**src/rtl/vram_frame_scanner.sv**
```systemverilog
// Scans a 128x96 1-bpp bitmap out of the FRAMEn VRAMs, upscaled to 640x480.
// Two-tick pipeline: address/sync capture, then colour/sync output. Also steps frame_sel for animation.
module vram_frame_scanner #(
  parameter int          H_VISIBLE  = 640,
  parameter int          H_TOTAL    = 800,
  parameter int          V_VISIBLE  = 480,
  parameter int          V_TOTAL    = 525,
  parameter int          SCALE      = 5,
  parameter int          NUM_FRAMES = 6,
  parameter int          FRAME_HOLD = 8,
  parameter logic [11:0] FG_COLOR   = 12'hFFF,
  parameter logic [11:0] BG_COLOR   = 12'h000
) (
  input  logic        clk,
  input  logic        reset,
  input  logic        pixel_tick,
  input  logic [9:0]  h_count,
  input  logic [9:0]  v_count,
  input  logic        video_on,
  input  logic        hsync_in,
  input  logic        vsync_in,
  input  logic        anim_enable,
  input  logic        pixel_val,
  output logic [13:0] address,
  output logic        read_enable,
  output logic        reg_enable,
  output logic [1:0]  write_enable,
  output logic [2:0]  frame_sel,
  output logic [11:0] rgb,
  output logic        hsync_out,
  output logic        vsync_out
);
  localparam int         SW      = (SCALE > 1) ? $clog2(SCALE) : 1;
  localparam int         HW      = (FRAME_HOLD > 1) ? $clog2(FRAME_HOLD) : 1;
  localparam logic [6:0] COL_MAX = 7'(H_VISIBLE / SCALE - 1);
  localparam logic [6:0] ROW_MAX = 7'(V_VISIBLE / SCALE - 1);

  typedef struct packed {
    logic vo;
    logic hs;
    logic vs;
  } sync_t;

  logic [SW-1:0] xsub, xsub_nxt, ysub;
  logic [6:0]    col, col_nxt, row;
  logic [HW-1:0] vid_cnt;
  sync_t         s1;
  logic          line_end, blank_start;

  assign line_end    = h_count == 10'(H_TOTAL - 1);
  assign blank_start = (h_count == 10'd0) && (v_count == 10'(V_VISIBLE));

  // The address for this tick must already reflect this tick's h_count, hence the look-ahead.
  always_comb begin
    xsub_nxt = xsub;
    col_nxt  = col;
    if (h_count == 10'd0) begin
      xsub_nxt = '0;
      col_nxt  = '0;
    end else if (xsub == SW'(SCALE - 1)) begin
      xsub_nxt = '0;
      if (col != COL_MAX) col_nxt = col + 7'd1;
    end else begin
      xsub_nxt = xsub + SW'(1);
    end
  end

  always_ff @(posedge clk or negedge reset) begin
    if (!reset) begin
      xsub <= '0;
      col  <= '0;
      ysub <= '0;
      row  <= '0;
    end else if (pixel_tick) begin
      xsub <= xsub_nxt;
      col  <= col_nxt;
      if (line_end) begin
        if (v_count == 10'(V_TOTAL - 1)) begin
          ysub <= '0;
          row  <= '0;
        end else if (v_count < 10'(V_VISIBLE)) begin
          if (ysub == SW'(SCALE - 1)) begin
            ysub <= '0;
            if (row != ROW_MAX) row <= row + 7'd1;
          end else begin
            ysub <= ysub + SW'(1);
          end
        end
      end
    end
  end

  // read_enable is a one-clk strobe, so it is the only thing updated off-tick.
  always_ff @(posedge clk or negedge reset) begin
    if (!reset) begin
      address     <= '0;
      read_enable <= 1'b0;
      s1          <= '{vo: 1'b0, hs: 1'b1, vs: 1'b1};
      rgb         <= 12'h000;
      hsync_out   <= 1'b1;
      vsync_out   <= 1'b1;
    end else begin
      read_enable <= pixel_tick & video_on;
      if (pixel_tick) begin
        address   <= {row, col_nxt};
        s1        <= '{vo: video_on, hs: hsync_in, vs: vsync_in};
        rgb       <= s1.vo ? (pixel_val ? FG_COLOR : BG_COLOR) : 12'h000;
        hsync_out <= s1.hs;
        vsync_out <= s1.vs;
      end
    end
  end

  // Frame stepping happens only at the start of vertical blanking, so no tearing.
  always_ff @(posedge clk or negedge reset) begin
    if (!reset) begin
      vid_cnt   <= '0;
      frame_sel <= '0;
    end else if (pixel_tick && blank_start && anim_enable) begin
      if (vid_cnt == HW'(FRAME_HOLD - 1)) begin
        vid_cnt   <= '0;
        frame_sel <= (frame_sel == 3'(NUM_FRAMES - 1)) ? 3'd0 : frame_sel + 3'd1;
      end else begin
        vid_cnt <= vid_cnt + HW'(1);
      end
    end
  end

  assign reg_enable   = 1'b0;
  assign write_enable = 2'b00;
endmodule

```
**config.mk**
```make
export PLATFORM = sky130hd
export DESIGN_NAME = vram_frame_scanner
export DESIGN_NICKNAME = d
export VERILOG_FILES = /design/src/rtl/vram_frame_scanner.sv
export SDC_FILE = /design/constraint.sdc
export NUM_CORES = 1
export LEC_CHECK = 0
export CELL_PAD_IN_SITES_DETAIL_PLACEMENT = 0
export CELL_PAD_IN_SITES_GLOBAL_PLACEMENT = 1
export CORE_UTILIZATION = 36
export CTS_CLUSTER_SIZE = 40
export DETAILED_ROUTE_END_ITERATION = 10
export PLACE_DENSITY = 0.81
export RECOVER_POWER = 25
export SLEW_MARGIN = 20
export SYNTH_ARGS = -nofsm -noshare
export SYNTH_HDL_FRONTEND = slang
export SYNTH_SLANG_ARGS = --single-unit
```
**constraint.sdc**
```tcl
create_clock -name clk -period 2.4 [get_ports clk]
set_input_delay 0.48 -clock clk [delete_from_list [all_inputs] [get_ports clk]]
set_output_delay 0.48 -clock clk [all_outputs]
set_load 0.02 [all_outputs]
```
==> implementation parameters <==
Parameter                              Value

Outcome
  Outcome ... complete, no violations

Detailed routing
  Drt drc ... 0
  Number of detailed-route iterations in the first pass ... 5
  Via count ... around 1800
  Number of vias per cell ... about 5.3
  DRC marker count from the first detailed-route iteration ... 71
  Count of antenna-violating nets left after detailed routing ... 0
  Routed WL per cell ... ~14 µm
  Overall routed net length ... between 4 and 5 mm

Logic synthesis
  Share of flip-flops with an asynchronous set or reset after synthesis ... between 90% and 100%
  Share of the synthesized area in the top cell type ... 41.8%
  Synth Cell Area ... between 0.002 and 0.0025 mm²
  Most frequent cells after synthesis ... 36 x dfrtp_1, 17 x o21ai_0, 15 x mux2_2, 15 x nand2_1, 14 x buf_4
  Number of different library cells in the post-synthesis netlist ... 43
  Number of instances in the synthesized netlist ... approximately 210
  EDFF count, synth ... 0
  Sequential fraction of the synthesis area ... around 47%
  Warnings from Yosys ... 0
  Area contributors post-synth ... dfrtp_1 42%, mux2_2 7.8%, buf_4 4.9%, dfstp_2 4.9%, ha_1 4.6%
  Syn Area/Cell ... 10.3 µm²
  Biggest area consumer among synthesized cells ... dfrtp_1
  Library cell with the highest instance count after synthesis ... dfrtp_1
  Yosys reg bits ... 40
  Most instantiated flip-flop cell in the synthesis netlist ... dfrtp_1

Place
  PortBufs ... just under 60
  Last weighted congestion value of the routability-driven placer ... 0.838
  Placement-stage worst setup slack ... 0.0276 ns
  Detailed placer's ending HPWL ... 3.50 mm

Die
  Starting density of the core ... 38.2%
  Vertical die dimension ... roughly 79 µm
  Die Width ... between 70 and 80 µm
  Die Area ... 0.00630 mm²
  Num rows ... 27
  Floorplan core area ... 0.00564 mm²
  Number of top-level design ports ... 63

Worst setup path
  Highest fanout seen on the critical path ... 4
  CP peak stage delay ... 0.43 ns
  CP Data Arrival Time ... approximately 2.3 ns
  Worst path slowest cell ... clkdlybuf4s50_1
  CP Launch Type ... input pin
  Worst Setup SP ... h_count[1]
  Crit path required time ... around 2.6 ns
  Launch instance of the worst register-to-register path ... row[0]$_DFFE_PN0P_
  CP delay by family, top ... simple AND/OR/NAND/NOR gates
  Worst path cell trace ... clkdlybuf4s50_1, nor4_1, nand4_1, nor3_2, nand3_1, mux2_2
  Classification of the worst setup path ... in2reg
  Kind of end point of the critical path ... flop
  Buffer and inverter count on the worst path ... 1
  Stages on worst setup path ... 6
  Number of cells on the worst reg-to-reg path ... 6

CTS
  Library cell used as clock root buffer ... clkbuf_8
  Longest Clk Path Bufs ... 2
  Number of sinks handled by clock tree synthesis ... 40
  Resized cells post-CTS ... 0
  CTS H-tree lvls ... 2
  Clock latency at the later pin of the worst-skew pair ... 0.29 ns
  Setup bufs post-CTS ... 0
  TritonCTS clock tree ... built
  Clk slew on worst S/H paths ... ~0.08 ns
  Number of buffers inserted during clock tree synthesis ... 5
  Hold-fix buffers, CTS ... 0

Run
  Max-capacitance violation count ... 0

Final layout
  Post-synthesis to final-layout area growth ... 32.9%
  Diodes inserted ... 0
  Share of layout cells above drive strength 1 ... 16.0%
  Final layout net count ... roughly 300

GRT
  Wire length of the first global-routing pass ... approximately 7.9 mm
  Overall fraction of global-route tracks in use ... roughly 16%
  Pin count of the biggest net entering global routing ... around 40
  Remaining Overflow, GRT ... 0
  Vias in the first global route ... 1700
  Initial antenna violation count ... 0

STA
  Pin slew with the least headroom to its limit ... 0.992 ns
  Final hold violation count ... 0
  Final count of pins violating max slew ... 0
  Fin crit period ... around 2.1 ns
  Post-route setup slack ... 0.323 ns
  Fmax ... just under 500 MHz
  Setup repair after global routing missed its margin ... no
  Total Negative Setup Slacks ... 0 ns
  Worst Clk Skew ... 0.00668 ns
  Final setup violating endpoints ... 0
  Period Utilization, post-route ... 86.5%
  Headroom to the max-slew limit ... 33.9%

Power and ir drop
  Leak pwr ... roughly 1.2 nW
  IR Drop Worst-Case VDD ... slightly above 0.0003 V
  Areal power density over the cells ... between 500 and 600 mW/mm²

Min path
  Class of the most critical hold timing path ... in2async
-- per-stage QoR --
stage,cell area [µm²],hold slack (ns),std cells,util (%),total power [mW]
floorplan,2160,0.184,211,-,1.05
global placement,2780,0.463,332,49.2,1.23
detailed placement,2780,0.471,332,49.2,1.24
CTS,2870,0.259,340,50.8,1.70
global route,2870,0.494,340,50.8,1.78
finish,2870,0.420,340,50.8,1.68
-- where the power goes --
| group | leakage, nW | switching [mW] | total (mW) | internal (mW) |
|---|---|---|---|---|
| registers | 0.519 | 0.0720 | 0.814 | 0.742 |
| logic | 0.666 | 0.199 | 0.407 | 0.208 |
| clock network | 0.0455 | 0.228 | 0.463 | 0.235 |
-- area by class of cell --
type	instances	area, µm²
sequential	40	1010
inverter	10	37.5
multi-input combinational	141	983
fill	509	2780
tap	72	90.1
clock buffer	8	90.1
timing repair buffer	69	658
-- worst paths after layout --
check / endpoint / slack [ns]
min in group clk: s1[2]$_DFFE_PN0P_ / 0.48
max: frame_sel[2]$_DFFE_PN0P_ / 0.32
min reg2reg: s1[2]$_DFFE_PN0P_ / 0.48
min: address[11]$_DFFE_PN0P_ / 0.42
max in group asynchronous: row[1]$_DFFE_PN0P_ / 1.36
max reg2reg: row[1]$_DFFE_PN0P_ / 0.54
-- cells by family (layout without fill, tap and decap cells) --
group	Yosys count	in the layout	synth area share (%)
buffers and inverters	30	87	8.07
AOI/OAI and AO/OA	51	51	15.7
adders and majority gates	8	8	4.64
muxes	15	15	7.84
other	1	3	0.174
and+or+nand+nor	63	63	16.5
DFF	40	40	46.7
xor gates and xnor gates	1	1	0.406
-- sequential cells by signal, indices dropped and copies added (netlist names) --
signal / flops
address: 8
col: 6
frame_sel: 3
hsync_out: 1
read_enable: 1
rgb: 1
row: 7
s1: 3
vid_cnt: 3
vsync_out: 1
xsub: 3
ysub: 3
-- metal layers --
layer | wire length (µm) | GRT usage, % | vias to the layer above
li1 | - | - | 869
met1 | 2190 | 21.0 | 864
met2 | 2080 | 25.9 | 71
met3 | 269 | 4.11 | 8
met4 | 104 | 7.27 | 0
met5 | 0 | 0 | -
-- worst register-to-register path: cells and delay by family (launching register included) --
family	cells	cell delay [ns]
compound gates	3	0.62
fa+ha+maj	1	0.27
buf+inv	1	0.19
flops	1	0.42
simple gates	1	0.26
-- cells in the final DEF (no fill, tap or decap), drive strengths merged, types with 2 or more instances in the layout --
cell / netlist / final
or3: 2 / 2
a21oi: 9 / 9
nor2: 7 / 7
dfrtp: 36 / 36
nand4: 6 / 6
inv: 10 / 10
mux2: 15 / 15
a31o: 2 / 2
dfstp: 4 / 4
buf: 16 / 10
nand2: 15 / 15
nor3: 6 / 6
conb: 1 / 3
a31oi: 3 / 3
a22o: 2 / 2
nand3: 5 / 5
nand2b: 2 / 2
o22ai: 2 / 2
and3: 7 / 7
o31ai: 7 / 7
a32o: 2 / 2
ha: 8 / 8
and4: 4 / 4
o21ai: 17 / 17
clkbuf: 4 / 9
and2: 2 / 2
clkdlybuf4s50: 0 / 58
a41oi: 3 / 3
Power figures use the tool's default switching activity.
